**config.mk**
```make
export PLATFORM = sky130hd
export DESIGN_NAME = flag_branch_resolver_flat
export DESIGN_NICKNAME = d
export VERILOG_FILES = /design/src/rtl/flag_branch_resolver_pkg.sv /design/src/rtl/flag_branch_resolver_if.sv /design/src/rtl/flag_branch_resolver_cond_eval.sv /design/src/rtl/flag_branch_resolver.sv /design/src/flat_wrapper.sv
export SDC_FILE = /design/constraint.sdc
export NUM_CORES = 1
export LEC_CHECK = 0
export ABC_CLOCK_PERIOD_IN_PS = 3000
export CORE_MARGIN = 2
export CORE_UTILIZATION = 29
export CTS_CLUSTER_DIAMETER = 60
export DETAILED_ROUTE_END_ITERATION = 8
export GPL_ROUTABILITY_DRIVEN = 0
export PLACE_DENSITY = 0.64
export SLEW_MARGIN = 20
export SYNTH_ARGS = -nofsm -noshare
export SYNTH_HDL_FRONTEND = slang
export SYNTH_SLANG_ARGS = --single-unit
```
**constraint.sdc**
```tcl
create_clock -name clk -period 3 [get_ports clk]
set_clock_uncertainty 0.15 [all_clocks]
set_input_delay 0.3 -clock clk [delete_from_list [all_inputs] [get_ports clk]]
set_output_delay 0.3 -clock clk [all_outputs]
set_load 0.1 [all_outputs]
```
**src/rtl/flag_branch_resolver_pkg.sv**
```systemverilog
// Shared types for the condition-flag reader: branch op encoding, condition
// codes, flag bit positions, resolver state and small decision helpers.
package branch_pkg;

  typedef enum logic [1:0] {
    OP_BCOND = 2'd0,
    OP_CBZ   = 2'd1,
    OP_CBNZ  = 2'd2,
    OP_B     = 2'd3
  } op_e;

  localparam logic [3:0] COND_EQ = 4'd0;
  localparam logic [3:0] COND_NE = 4'd1;
  localparam logic [3:0] COND_HS = 4'd2;
  localparam logic [3:0] COND_LO = 4'd3;
  localparam logic [3:0] COND_MI = 4'd4;
  localparam logic [3:0] COND_PL = 4'd5;
  localparam logic [3:0] COND_VS = 4'd6;
  localparam logic [3:0] COND_VC = 4'd7;
  localparam logic [3:0] COND_HI = 4'd8;
  localparam logic [3:0] COND_LS = 4'd9;
  localparam logic [3:0] COND_GE = 4'd10;
  localparam logic [3:0] COND_LT = 4'd11;
  localparam logic [3:0] COND_GT = 4'd12;
  localparam logic [3:0] COND_LE = 4'd13;
  localparam logic [3:0] COND_AL = 4'd14;
  localparam logic [3:0] COND_NV = 4'd15;

  // Flag register layout is {N,C,V,Z}.
  localparam int FLAG_N = 3;
  localparam int FLAG_C = 2;
  localparam int FLAG_V = 1;
  localparam int FLAG_Z = 0;

  typedef enum logic [1:0] {
    ST_IDLE = 2'd0,
    ST_WAIT = 2'd1,
    ST_DONE = 2'd2
  } state_e;

  // AL and NV are unconditional, so only the first fourteen codes read flags.
  function automatic logic needs_flags(op_e op, logic [3:0] cond);
    return (op == OP_BCOND) && (cond < COND_AL);
  endfunction

  function automatic logic resolve_taken(op_e op, logic cond_pass, logic zero);
    logic taken;
    case (op)
      OP_BCOND: taken = cond_pass;
      OP_CBZ:   taken = zero;
      OP_CBNZ:  taken = !zero;
      default:  taken = 1'b1;
    endcase
    return taken;
  endfunction

endpackage

```
**src/rtl/flag_branch_resolver_if.sv**
```systemverilog
// Decode-side request, flag inputs, PC-select response and counters of the
// branch resolver, bundled so both ends agree on direction.
interface flag_branch_resolver_if #(
  parameter int TAG_W = 4,
  parameter int CNT_W = 16
);
  logic             in_valid;
  logic             in_ready;
  logic [1:0]       in_op;
  logic [3:0]       in_cond;
  logic             in_zero;
  logic [TAG_W-1:0] in_tag;
  logic [3:0]       flag_q;
  logic             fwd_valid;
  logic [3:0]       fwd_flags;
  logic             flag_pending;
  logic             flush;
  logic             out_valid;
  logic             out_ready;
  logic             out_taken;
  logic [TAG_W-1:0] out_tag;
  logic [CNT_W-1:0] taken_cnt;
  logic [CNT_W-1:0] nottaken_cnt;
  logic [CNT_W-1:0] stall_cnt;

  modport master (
    output in_valid, in_op, in_cond, in_zero, in_tag,
           flag_q, fwd_valid, fwd_flags, flag_pending, flush, out_ready,
    input  in_ready, out_valid, out_taken, out_tag,
           taken_cnt, nottaken_cnt, stall_cnt
  );

  modport slave (
    input  in_valid, in_op, in_cond, in_zero, in_tag,
           flag_q, fwd_valid, fwd_flags, flag_pending, flush, out_ready,
    output in_ready, out_valid, out_taken, out_tag,
           taken_cnt, nottaken_cnt, stall_cnt
  );

endinterface

```
**src/rtl/flag_branch_resolver_cond_eval.sv**
```systemverilog
// Combinational condition-code evaluator: {N,C,V,Z} plus a 4-bit condition
// code gives pass/fail. Kept standalone so conditional-select can reuse it.
module cond_eval
  import branch_pkg::*;
(
  input  logic [3:0] flags_i,
  input  logic [3:0] cond_i,
  output logic       pass_o
);

  logic n, c, v, z;

  assign n = flags_i[FLAG_N];
  assign c = flags_i[FLAG_C];
  assign v = flags_i[FLAG_V];
  assign z = flags_i[FLAG_Z];

  always_comb begin
    // NOTE: default assigned before the case so every path drives pass_o and no latch is inferred.
    pass_o = 1'b1;
    case (cond_i)
      COND_EQ: pass_o = z;
      COND_NE: pass_o = !z;
      COND_HS: pass_o = c;
      COND_LO: pass_o = !c;
      COND_MI: pass_o = n;
      COND_PL: pass_o = !n;
      COND_VS: pass_o = v;
      COND_VC: pass_o = !v;
      COND_HI: pass_o = c && !z;
      COND_LS: pass_o = !c || z;
      COND_GE: pass_o = (n == v);
      COND_LT: pass_o = (n != v);
      COND_GT: pass_o = !z && (n == v);
      COND_LE: pass_o = z || (n != v);
      default: pass_o = 1'b1;
    endcase
  end

endmodule

```
**src/rtl/flag_branch_resolver.sv**
```systemverilog
// Conditional-branch resolver: picks forwarded or architectural flags, stalls
// on an in-flight flag writer, and hands a registered decision to PC select.
module flag_branch_resolver
  import branch_pkg::*;
#(
  parameter int TAG_W = 4,
  parameter int CNT_W = 16
) (
  input  logic                   clk,
  input  logic                   reset,
  flag_branch_resolver_if.slave  bus
);

  state_e           state_q;
  op_e              op_q;
  logic [3:0]       cond_q;
  logic             out_taken_q;
  logic [TAG_W-1:0] out_tag_q;
  logic [CNT_W-1:0] taken_cnt_q;
  logic [CNT_W-1:0] nottaken_cnt_q;
  logic [CNT_W-1:0] stall_cnt_q;

  logic [3:0] sel_flags;
  logic [3:0] eval_cond;
  logic       cond_pass;
  logic       in_ready;
  logic       accept;
  logic       handshake;
  logic       new_taken;
  logic       held_taken;
  op_e        in_op;

  assign in_op     = op_e'(bus.in_op);
  assign sel_flags = bus.fwd_valid ? bus.fwd_flags : bus.flag_q;

  // One evaluator serves both the incoming op and the op parked in WAIT.
  assign eval_cond = (state_q == ST_WAIT) ? cond_q : bus.in_cond;

  cond_eval u_cond_eval (
    .flags_i (sel_flags),
    .cond_i  (eval_cond),
    .pass_o  (cond_pass)
  );

  // Flush outranks both a new accept and a DONE handshake.
  assign in_ready  = !bus.flush &&
                     ((state_q == ST_IDLE) || ((state_q == ST_DONE) && bus.out_ready));
  assign accept    = bus.in_valid && in_ready;
  assign handshake = (state_q == ST_DONE) && bus.out_ready && !bus.flush;

  assign new_taken  = resolve_taken(in_op, cond_pass, bus.in_zero);
  assign held_taken = resolve_taken(op_q, cond_pass, 1'b0);

  always_ff @(posedge clk or negedge reset) begin
    // NOTE: non-blocking assignments so every register update in this block sees pre-edge values.
    if (!reset) begin
      state_q        <= ST_IDLE;
      op_q           <= OP_BCOND;
      cond_q         <= '0;
      out_taken_q    <= 1'b0;
      out_tag_q      <= '0;
      taken_cnt_q    <= '0;
      nottaken_cnt_q <= '0;
      stall_cnt_q    <= '0;
    end else if (bus.flush) begin
      state_q <= ST_IDLE;
    end else begin
      if (handshake) begin
        if (out_taken_q) begin
          if (taken_cnt_q != '1) taken_cnt_q <= taken_cnt_q + 1'b1;
        end else begin
          if (nottaken_cnt_q != '1) nottaken_cnt_q <= nottaken_cnt_q + 1'b1;
        end
      end

      if ((state_q == ST_WAIT) && (stall_cnt_q != '1)) begin
        stall_cnt_q <= stall_cnt_q + 1'b1;
      end

      // accept covers both IDLE and a back-to-back take during a DONE handshake.
      if (accept) begin
        out_tag_q <= bus.in_tag;
        if (needs_flags(in_op, bus.in_cond) && bus.flag_pending) begin
          op_q    <= in_op;
          cond_q  <= bus.in_cond;
          state_q <= ST_WAIT;
        end else begin
          out_taken_q <= new_taken;
          state_q     <= ST_DONE;
        end
      end else begin
        case (state_q)
          ST_WAIT: begin
            if (!bus.flag_pending) begin
              out_taken_q <= held_taken;
              state_q     <= ST_DONE;
            end
          end
          ST_DONE: begin
            if (bus.out_ready) state_q <= ST_IDLE;
          end
          default: state_q <= state_q;
        endcase
      end
    end
  end

  assign bus.in_ready     = in_ready;
  assign bus.out_valid    = (state_q == ST_DONE);
  assign bus.out_taken    = out_taken_q;
  assign bus.out_tag      = out_tag_q;
  assign bus.taken_cnt    = taken_cnt_q;
  assign bus.nottaken_cnt = nottaken_cnt_q;
  assign bus.stall_cnt    = stall_cnt_q;

endmodule

```
**src/flat_wrapper.sv**
```systemverilog
// flat-port wrapper written by rule: the top's interface ports become plain ports
module flag_branch_resolver_flat import branch_pkg::*;
#(
  parameter int TAG_W = 4,
  parameter int CNT_W = 16
)
  (clk, reset, bus_in_valid, bus_in_op, bus_in_cond, bus_in_zero, bus_in_tag, bus_flag_q, bus_fwd_valid, bus_fwd_flags, bus_flag_pending, bus_flush, bus_out_ready, bus_in_ready, bus_out_valid, bus_out_taken, bus_out_tag, bus_taken_cnt, bus_nottaken_cnt, bus_stall_cnt);
  flag_branch_resolver_if #(.TAG_W(TAG_W), .CNT_W(CNT_W)) bus_i ();
  input  logic clk;
  input  logic reset;
  input wire logic [$bits(bus_i.in_valid)-1:0] bus_in_valid;
  input wire logic [$bits(bus_i.in_op)-1:0] bus_in_op;
  input wire logic [$bits(bus_i.in_cond)-1:0] bus_in_cond;
  input wire logic [$bits(bus_i.in_zero)-1:0] bus_in_zero;
  input wire logic [$bits(bus_i.in_tag)-1:0] bus_in_tag;
  input wire logic [$bits(bus_i.flag_q)-1:0] bus_flag_q;
  input wire logic [$bits(bus_i.fwd_valid)-1:0] bus_fwd_valid;
  input wire logic [$bits(bus_i.fwd_flags)-1:0] bus_fwd_flags;
  input wire logic [$bits(bus_i.flag_pending)-1:0] bus_flag_pending;
  input wire logic [$bits(bus_i.flush)-1:0] bus_flush;
  input wire logic [$bits(bus_i.out_ready)-1:0] bus_out_ready;
  output wire logic [$bits(bus_i.in_ready)-1:0] bus_in_ready;
  output wire logic [$bits(bus_i.out_valid)-1:0] bus_out_valid;
  output wire logic [$bits(bus_i.out_taken)-1:0] bus_out_taken;
  output wire logic [$bits(bus_i.out_tag)-1:0] bus_out_tag;
  output wire logic [$bits(bus_i.taken_cnt)-1:0] bus_taken_cnt;
  output wire logic [$bits(bus_i.nottaken_cnt)-1:0] bus_nottaken_cnt;
  output wire logic [$bits(bus_i.stall_cnt)-1:0] bus_stall_cnt;
  assign bus_i.in_valid = bus_in_valid;
  assign bus_i.in_op = bus_in_op;
  assign bus_i.in_cond = bus_in_cond;
  assign bus_i.in_zero = bus_in_zero;
  assign bus_i.in_tag = bus_in_tag;
  assign bus_i.flag_q = bus_flag_q;
  assign bus_i.fwd_valid = bus_fwd_valid;
  assign bus_i.fwd_flags = bus_fwd_flags;
  assign bus_i.flag_pending = bus_flag_pending;
  assign bus_i.flush = bus_flush;
  assign bus_i.out_ready = bus_out_ready;
  assign bus_in_ready = bus_i.in_ready;
  assign bus_out_valid = bus_i.out_valid;
  assign bus_out_taken = bus_i.out_taken;
  assign bus_out_tag = bus_i.out_tag;
  assign bus_taken_cnt = bus_i.taken_cnt;
  assign bus_nottaken_cnt = bus_i.nottaken_cnt;
  assign bus_stall_cnt = bus_i.stall_cnt;
  flag_branch_resolver #(.TAG_W(TAG_W), .CNT_W(CNT_W)) u_core (.clk(clk), .reset(reset), .bus(bus_i));
endmodule
```
==> impl_metrics.py, run 1 <==
metrics = {
    "clock_tree": {
        "path_clk_slew_ns": 0.06,
        "cts_setup_buffers": 0,
        "root_buffer": "clkbuf_8",
        "holdBufCountCts": 1,
        "post_cts_resized": 0,
        "cts_buffers": 9,
        "cts_buffer_depth": 2,
        "clock_latency_ns": 0.33,
        "clock-sinks": 61,
        "cts_tree": "done",
        "h-tree-depth": 3,
    },
    "synthesis": {
        "syn-num-nets": 293,
        "synthArstFlopShare": 1.00,
        "syn_inst": 264,
        "synth_edf_count": 0,
        "synth_seq_cells": 61,
        "synth_ff_type": "dfrtp_1",
        "ys_types": 41,
        "syn_area_per_cell_sq_um": 11.3,
        "synth_area_sq_um": 2990,
        "ys_seq_area_frac": 0.511,
        "synth-warning-count": 0,
    },
    "power_and_ir_drop": {
        "sequentialPowerShare": 0.432,
        "clock_power_share": 0.268,
        "p_leak_uw": 0.00187,
        "swShare": 0.385,
        "p_int_uw": 1370,
        "switching_power_uw": 857,
        "ir_drop_mv": 0.434,
        "powerDensity_nw_per_um2": 555,
        "combPwrFrac": 0.300,
    },
    "layout": {
        "seqCellArea_sq_um": 1530,
        "area_growth_syn_to_layout_pct": 34.1,
        "antenna_cells": 0,
        "layout-drive-gt1-share": 0.264,
        "multiInputGateArea_sq_um": 1430,
        "layout.cells.non_filler": 496,
        "nets": 387,
        "final_cell_mix": "61 x dfrtp_1, 57 x buf_4, 34 x xnor2_1",
        "final_common_cell": "dfrtp_1",
        "fin_util": 0.394,
        "fillers": 1016,
    },
    "die": {
        "die_h_microns": 106,
        "num_rows": 37,
        "die_width_microns": 106,
        "fp.dieArea_sq_um": 11100,
        "io_pins": 81,
        "core_area_sq_um": 10200,
        "start_util": 0.293,
    },
    "setup_path": {
        "path_delay_family": "multiplexers",
        "path_cells": "nand2b_2 -> mux2i_1 -> mux2_2 -> xor2_1 -> a32oi_1 -> nand3_1 -> a41oi_1",
        "cp.required_ns": 3.09,
        "cpPeakStageDelay_ns": 0.45,
        "path_class": "flip-flop to flip-flop",
        "worstSetupEndpointType": "flip-flop",
        "startpoint_type": "flip-flop",
        "critPathBufInv": 0,
        "arrival_ns": 2.47,
        "path_max_fanout": 7,
        "critical-path-slowest-cell": "dfrtp_1",
    },
    "routing": {
        "firstDrtPassIters": 4,
        "met2_length_microns": 3070,
        "wl_per_cell_microns": 13.1,
        "drt_iter0_drc": 97,
        "ant_nets": 0,
        "dr_wl_met3_microns": 332,
        "drc_errors": 0,
        "wl_met1_microns": 2990,
        "routed_wl_microns": 6510,
        "top_layer_used": "met4",
        "avgViaCountPerCell": 4.58,
        "vias": 2271,
    },
    "timing": {
        "worst_pin_slew_ns": 0.445,
        "period_minus_slack_ns": 2.38,
        "hold_violations": 0,
        "setup_viol": 0,
        "relSlewSlack": 0.703,
        "rsz0062_at_grt": "false",
        "clock.fmax_mhz": 421,
        "tns_ns": 0,
        "setup_slack_ns": 0.622,
        "finalCritPeriodShare": 0.793,
        "slew_viol_final": 0,
    },
    "place": {
        "dp_cells": 482,
        "portBuffers": 80,
        "hpwl_microns": 4930,
        "place_ws_ns": 0.386,
    },
    "flow_run": {
        "cap_violations": 0,
    },
    "min_path": {
        "worstHoldPathType": "primary input to asynchronous set/reset pin",
    },
    "global_routing": {
        "antenna_found_initial": 0,
        "grt_pass1_wl_microns": 10900,
        "grt_pass1_vias": 2241,
        "overflow": 0,
        "grt_max_degree": 62,
        "grt.total_usage": 0.123,
    },
    "status": {
        "status": "finished clean",
    },
}
[final timing paths]
check	slack, ns	startpoint	cells after the start	end
worst max-delay path	0.62	u_core.state_q[1]	7	u_core.bus.out_taken
worst min-delay path	0.34	reset	3	u_core.bus.taken_cnt[3]
worst max register to register	0.62	u_core.state_q[1]	7	u_core.bus.out_taken
worst min register to register	0.34	u_core.bus.taken_cnt[15]	1	u_core.bus.taken_cnt[15]
max in group asynchronous	2.05	reset	3	u_core.op_q[0]
min in group clk	0.34	u_core.bus.taken_cnt[15]	1	u_core.bus.taken_cnt[15]
[sequential cells by signal, summed over array words and instances, names as in the netlist]
name	count
u_core.bus.nottaken_cnt	16
u_core.bus.stall_cnt	16
u_core.bus.taken_cnt	16
u_core.bus.out_tag	4
u_core.cond_q	4
u_core.op_q	2
u_core.state_q	2
u_core.bus.out_taken	1
[cells by family (layout without fill, tap and decap cells)]
family,Yosys count,in the layout,synth area share
adder cells (fa/ha/maj),3,3,0.0126
AND/OR/NAND/NOR,103,103,0.181
flip-flops,61,61,0.511
multiplexers,22,22,0.0883
XOR/XNOR,50,50,0.147
AO/OA/AOI/OAI,18,18,0.0498
buffers and inverters,7,103,0.0113
[power groups by stage]
stage,Sequential (uW),Combinational (uW),Clock [uW]
CTS,962,674,625
global route,974,696,660
finish,962,667,597
detailed placement,975,673,0
global placement,973,665,0
floorplan,1320,137,0
[layer usage]
metal	vias to the layer above	GRT usage
li1	1118	-
met1	1083	0.156
met2	59	0.200
met3	11	0.0390
met4	0	0.0414
met5	-	0
[synthesized netlist by cell type, types with 2 or more instances]
cell type | instances | area [sq um]
nor2b_1 | 3 | 18.8
inv_1 | 6 | 22.5
and3_1 | 8 | 50.1
nand3b_1 | 3 | 22.5
ha_1 | 3 | 37.5
nor2_1 | 18 | 67.6
and4b_1 | 2 | 20.0
nand3_1 | 20 | 100
and4_1 | 4 | 35.0
xor2_1 | 16 | 140
nand4_1 | 9 | 56.3
xnor2_1 | 34 | 298
nor3_1 | 5 | 25.0
a21oi_1 | 3 | 15.0
mux2i_1 | 5 | 50.1
nand2b_1 | 2 | 12.5
dfrtp_1 | 61 | 1530
mux2_2 | 15 | 169
nand2_1 | 22 | 82.6
o21ai_0 | 2 | 10.0
and2_1 | 3 | 18.8
[layout make-up]
| cell class | count | area share |
|---|---|---|
| multi-input cells | 196 | 0.358 |
| repair buffers | 84 | 0.175 |
| well taps | 136 | 0.0424 |
| inverters | 6 | 0.00562 |
| flip-flops and latches | 61 | 0.381 |
| clock inverters | 3 | 0.00375 |
| clock buffers | 10 | 0.0343 |
[per-stage QoR]
stage	cell area (sq um)	hold slack, ns	power [uW]
detailed placement	3850	0.194	1650
floorplan	2990	-0.146	1460
global route	4010	0.361	2330
global placement	3850	0.189	1640
finish	4010	0.344	2230
CTS	4010	0.344	2260
[worst min-delay path: stages]
cell and delay (ns):
dlygate4sd3_1 0.52, buf_2 0.12, buf_12 0.27
Note: power is estimated with default switching activity, not from simulation.
==> run 2: changes to the inputs <==
--- a/config.mk
+++ b/config.mk
@@ -5,13 +5,13 @@
 export SDC_FILE = /design/constraint.sdc
 export NUM_CORES = 1
 export LEC_CHECK = 0
-export ABC_CLOCK_PERIOD_IN_PS = 3000
+export ABC_CLOCK_PERIOD_IN_PS = 2110
 export CORE_MARGIN = 2
 export CORE_UTILIZATION = 29
 export CTS_CLUSTER_DIAMETER = 60
 export DETAILED_ROUTE_END_ITERATION = 8
 export GPL_ROUTABILITY_DRIVEN = 0
-export PLACE_DENSITY = 0.64
+export PLACE_DENSITY = 0.66
 export SLEW_MARGIN = 20
 export SYNTH_ARGS = -nofsm -noshare
 export SYNTH_HDL_FRONTEND = slang
==> constraint.sdc (replaced) <==
create_clock -name clk -period 2.11 [get_ports clk]
set_clock_uncertainty 0.15 [all_clocks]
set_input_delay 0.211 -clock clk [delete_from_list [all_inputs] [get_ports clk]]
set_output_delay 0.211 -clock clk [all_outputs]
set_load 0.1 [all_outputs]
==> impl_metrics.py, run 2 (synthesis gave the netlist of run 1 again) <==
metrics = {
    "timing": {
        "rsz0062_at_grt": "true",
        "slew_viol_final": 0,
        "hold_violations": 0,
        "clock.fmax_mhz": 474,
        "setup_slack_ns": -0.00171,
        "worst_pin_slew_ns": 0.299,
        "period_minus_slack_ns": 2.11,
        "finalCritPeriodShare": 1.00,
        "relSlewSlack": 0.795,
        "setup_viol": 1,
        "tns_ns": -0.00171,
    },
    "setup_path": {
        "arrival_ns": 2.15,
        "worstSetupEndpointType": "flip-flop",
        "path_class": "flip-flop to flip-flop",
        "startpoint_type": "flip-flop",
        "worstReg2RegEnd": "u_core.bus.out_taken",
        "r2r-start": "u_core.state_q[0]",
        "startpoint": "u_core.state_q[0]",
        "reg2reg_depth": 8,
        "r2r_setup_slack_ns": -0.002,
        "path_max_fanout": 6,
        "cp.required_ns": 2.15,
    },
    "routing": {
        "drt_iter0_drc": 78,
        "firstDrtPassIters": 6,
        "avgViaCountPerCell": 4.64,
        "routed_wl_microns": 7060,
        "wl_per_cell_microns": 13.5,
        "drc_errors": 0,
        "ant_nets": 0,
        "vias": 2417,
    },
    "place": {
        "place_ws_ns": -0.328,
        "hpwl_microns": 5270,
        "portBuffers": 80,
        "dp_cells": 500,
    },
    "power_and_ir_drop": {
        "ir_drop_mv": 0.699,
        "powerDensity_nw_per_um2": 770,
        "p_leak_uw": 0.00197,
    },
    "die": {
        "die_h_microns": 106,
        "die_width_microns": 106,
        "io_pins": 81,
        "num_rows": 37,
        "start_util": 0.293,
        "fp.dieArea_sq_um": 11100,
        "core_area_sq_um": 10200,
    },
    "clock_tree": {
        "cts_buffer_depth": 2,
        "path_clk_slew_ns": 0.07,
        "cts_tree": "done",
        "cts_buffers": 9,
        "clock-sinks": 61,
        "clock_latency_ns": 0.33,
        "h-tree-depth": 3,
        "root_buffer": "clkbuf_8",
    },
    "min_path": {
        "worstHoldPathType": "primary input to asynchronous set/reset pin",
    },
    "global_routing": {
        "antenna_found_initial": 0,
        "overflow": 0,
        "grt_pass1_vias": 2494,
        "grt_max_degree": 62,
        "grt.total_usage": 0.130,
        "grt_pass1_wl_microns": 11600,
    },
    "status": {
        "violations": "negative setup slack",
        "status": "complete, but fails checks",
    },
    "flow_run": {
        "cap_violations": 0,
    },
    "layout": {
        "area_growth_syn_to_layout_pct": 51.5,
        "final_common_cell": "buf_4",
        "antenna_cells": 0,
        "final_cell_mix": "77 x buf_4, 34 x xnor2_1, 25 x dfrtp_2",
        "fin_util": 0.445,
        "nets": 409,
        "layout-drive-gt1-share": 0.494,
        "layout.cells.non_filler": 521,
    },
}
==> run 2: worst max path at each step <==
| stage | to | slack [ns] | cells after the start |
|---|---|---|---|
| after global routing | u_core.bus.out_taken | -0.1 | 8 |
| after floorplan | u_core.bus.stall_cnt[9] | -0.24 | 8 |
| after global placement | u_core.bus.out_taken | -0.25 | 8 |
| after CTS | u_core.bus.out_taken | -0.04 | 8 |
| after detailed placement | u_core.bus.out_taken | -0.33 | 8 |
| final | u_core.bus.out_taken | -0.002 | 8 |
==> run 2: final cells by class <==
| class | instances | area [sq um] |
|---|---|---|
| Multi-Input combinational cell | 196 | 1620 |
| Sequential cell | 61 | 1630 |
| Inverter | 6 | 22.5 |
| Clock buffer | 11 | 141 |
| Tap cell | 136 | 170 |
| Fill cell | 986 | 5660 |
| Clock inverter | 5 | 60.1 |
| Timing Repair Buffer | 106 | 885 |
==> run 2: worst max-delay path: stages, from the launching register on <==
cell and delay [ns]:
dfrtp_1 0.41, buf_4 0.18, and4b_1 0.20, a31o_1 0.21
a211oi_2 0.26, xnor2_1 0.10, a211o_1 0.28, nand3_1 0.08
a41oi_1 0.11
==> run 2: timing repair <==
| action | in CTS | in global routing |
|---|---|---|
| hold endpoints to repair | 61 | 0 |
| cloned | 0 | 0 |
| pin swaps | 2 | 7 |
| buffers inserted | 0 | 4 |
| endpoints found under the setup margin | 9 | 17 |
| gates resized for setup | 3 | 8 |
| hold buffers | 1 | 0 |
==> run 2: routing by layer <==
metal,up-vias,global-route usage,wire length (microns)
li1,1169,-,-
met1,1189,0.154,3130
met2,51,0.224,3590
met4,0,0.0573,86
met3,8,0.0303,254
met5,-,0,0
==> run 2: through the flow <==
stage	cell area (sq um)	hold slack (ns)	power (uW)
3_3_place_gp	4220	0.100	2440
3_5_place_dp	4220	0.101	2460
4_1_cts	4460	0.272	3540
6_report	4530	0.278	3490
2_1_floorplan	3220	-0.235	2140
5_1_grt	4530	0.324	3640
==> run 2: power breakdown <==
group          switching [uW]  internal [uW]
clock                     469            580
sequential                101           1290
combinational             731            314
total                    1300           2180
==> run 3: changes to the inputs <==
--- a/config.mk
+++ b/config.mk
@@ -6,6 +6,7 @@
 export NUM_CORES = 1
 export LEC_CHECK = 0
 export ABC_CLOCK_PERIOD_IN_PS = 2110
+export CORE_ASPECT_RATIO = 1.75
 export CORE_MARGIN = 2
 export CORE_UTILIZATION = 29
 export CTS_CLUSTER_DIAMETER = 60
==> impl_metrics.py, run 3 (synthesis gave the netlist of run 1 again) <==
metrics = {
    "global_routing": {
        "grt.total_usage": 0.138,
        "overflow": 0,
        "antenna_found_initial": 0,
        "grt_pass1_vias": 2560,
        "grt_pass1_wl_microns": 11900,
        "grt_max_degree": 33,
    },
    "layout": {
        "final_common_cell": "buf_4",
        "fin_util": 0.472,
        "nets": 424,
        "layout-drive-gt1-share": 0.525,
        "area_growth_syn_to_layout_pct": 60.6,
        "antenna_cells": 0,
        "final_cell_mix": "91 x buf_4, 34 x xnor2_1, 25 x dfrtp_2",
        "layout.cells.non_filler": 527,
    },
    "die": {
        "start_util": 0.294,
        "num_rows": 49,
        "die_width_microns": 80.7,
        "core_area_sq_um": 10200,
        "fp.dieArea_sq_um": 11200,
        "io_pins": 81,
        "die_h_microns": 138,
    },
    "timing": {
        "tns_ns": -0.220,
        "rsz0062_at_grt": "true",
        "hold_violations": 0,
        "timing.hold.ws_ns": 0.322,
        "setup_viol": 4,
        "period_minus_slack_ns": 2.20,
        "clock.fmax_mhz": 454,
        "slew_viol_final": 0,
        "worst_pin_slew_ns": 0.754,
        "finalCritPeriodShare": 1.04,
        "relSlewSlack": 0.497,
        "setup_slack_ns": -0.0915,
    },
    "clock_tree": {
        "cts_buffers": 9,
        "cts_tree": "done",
        "root_buffer": "clkbuf_16",
        "h-tree-depth": 3,
        "cts_buffer_depth": 2,
        "path_clk_slew_ns": 0.05,
        "clock-sinks": 61,
        "clock_latency_ns": 0.33,
    },
    "status": {
        "violations": "negative setup slack",
        "status": "complete, but fails checks",
    },
    "place": {
        "dp_cells": 499,
        "portBuffers": 80,
        "hpwl_microns": 5510,
    },
    "power_and_ir_drop": {
        "ir_drop_mv": 0.713,
        "powerDensity_nw_per_um2": 849,
        "p_leak_uw": 0.00211,
    },
    "setup_path": {
        "critical-path-slowest-cell": "dfrtp_4",
        "worstSetupEndpointType": "flip-flop",
        "startpoint_type": "flip-flop",
        "path_cells": "ha_4 -> and3_4 -> nand3_4 -> nor2_4 -> a311oi_4 -> buf_4 -> buf_4 -> mux2_4",
        "path_class": "flip-flop to flip-flop",
        "cp.required_ns": 2.17,
        "r2r_setup_slack_ns": -0.09,
        "arrival_ns": 2.26,
        "path_delay_family": "flip-flops",
        "path_max_fanout": 5,
        "crit_top_cell": "buf_4",
        "cpPeakStageDelay_ns": 0.49,
        "critPathBufInv": 2,
    },
    "routing": {
        "avgViaCountPerCell": 4.72,
        "wl_per_cell_microns": 13.7,
        "drt_iter0_drc": 88,
        "vias": 2487,
        "drc_errors": 0,
        "routed_wl_microns": 7210,
        "firstDrtPassIters": 4,
        "ant_nets": 0,
    },
    "flow_run": {
        "cap_violations": 0,
    },
    "min_path": {
        "worstHoldPathType": "flip-flop to flip-flop",
    },
}
run 3: changes by cell type in the layout (fill, tap and decap cells not counted), sizes merged:
cell,before,now
clkinv,3,0
bufinv,1,2
buf,81,96
clkbuf,11,13
run 3: timing repair:
action                     4_1_cts  5_1_grt
buffers inserted                 2        9
hold endpoints to repair        30        0
setup endpoints to repair       10       19
gates resized for setup          4       14
hold buffers                     1        0
pin swaps                        3       18
run 3: cell type report:
type | instances | area, sq um
clock buffers | 13 | 260
clock inverters | 3 | 67.6
fillers | 962 | 5380
inverters | 6 | 22.5
multi-input cells | 196 | 1650
flip-flops and latches | 61 | 1630
well taps | 127 | 159
repair buffers | 121 | 1010
run 3: routing by layer:
| layer | up-vias | GRT usage | share of wire |
|---|---|---|---|
| met5 | - | 0 | 0 |
| met4 | 0 | 0.0562 | 0.018 |
| met3 | 10 | 0.0405 | 0.043 |
| met2 | 54 | 0.246 | 0.57 |
| met1 | 1230 | 0.146 | 0.37 |
| li1 | 1193 | - | - |
run 3: through the flow:
step	cell area (sq um)	power, uW	setup slack (ns)
after floorplan	3220	2140	-0.242
after global placement	4290	2450	-0.248
after detailed placement	4290	2470	-0.305
after CTS	4660	4110	-0.0510
after global routing	4800	4250	-0.210
final	4800	4080	-0.0915
run 3: final timing paths:
check	from	to	cells after the start
min in group asynchronous	reset	u_core.bus.taken_cnt[7]	2
worst min register to register	u_core.bus.nottaken_cnt[15]	u_core.bus.nottaken_cnt[15]	1
worst max register to register	u_core.bus.stall_cnt[0]	u_core.bus.stall_cnt[1]	8
max in group asynchronous	reset	u_core.bus.nottaken_cnt[9]	3
worst min-delay path	u_core.bus.nottaken_cnt[15]	u_core.bus.nottaken_cnt[15]	1
worst max-delay path	u_core.bus.stall_cnt[0]	u_core.bus.stall_cnt[1]	8
run 3: power by group:
| group | internal, uW | switching, uW | total (uW) |
|---|---|---|---|
| clock network | 1100 | 509 | 1610 |
| logic | 334 | 737 | 1070 |
| registers | 1290 | 106 | 1400 |
run 3: worst reg2reg max path: cells and delay by family, from the launching register on:
kind / cells / cell delay [ns]
flops: 1 / 0.49
simple gates: 3 / 0.32
fa+ha+maj: 1 / 0.16
mux: 1 / 0.29
compound gates: 1 / 0.37
buf+inv: 2 / 0.31
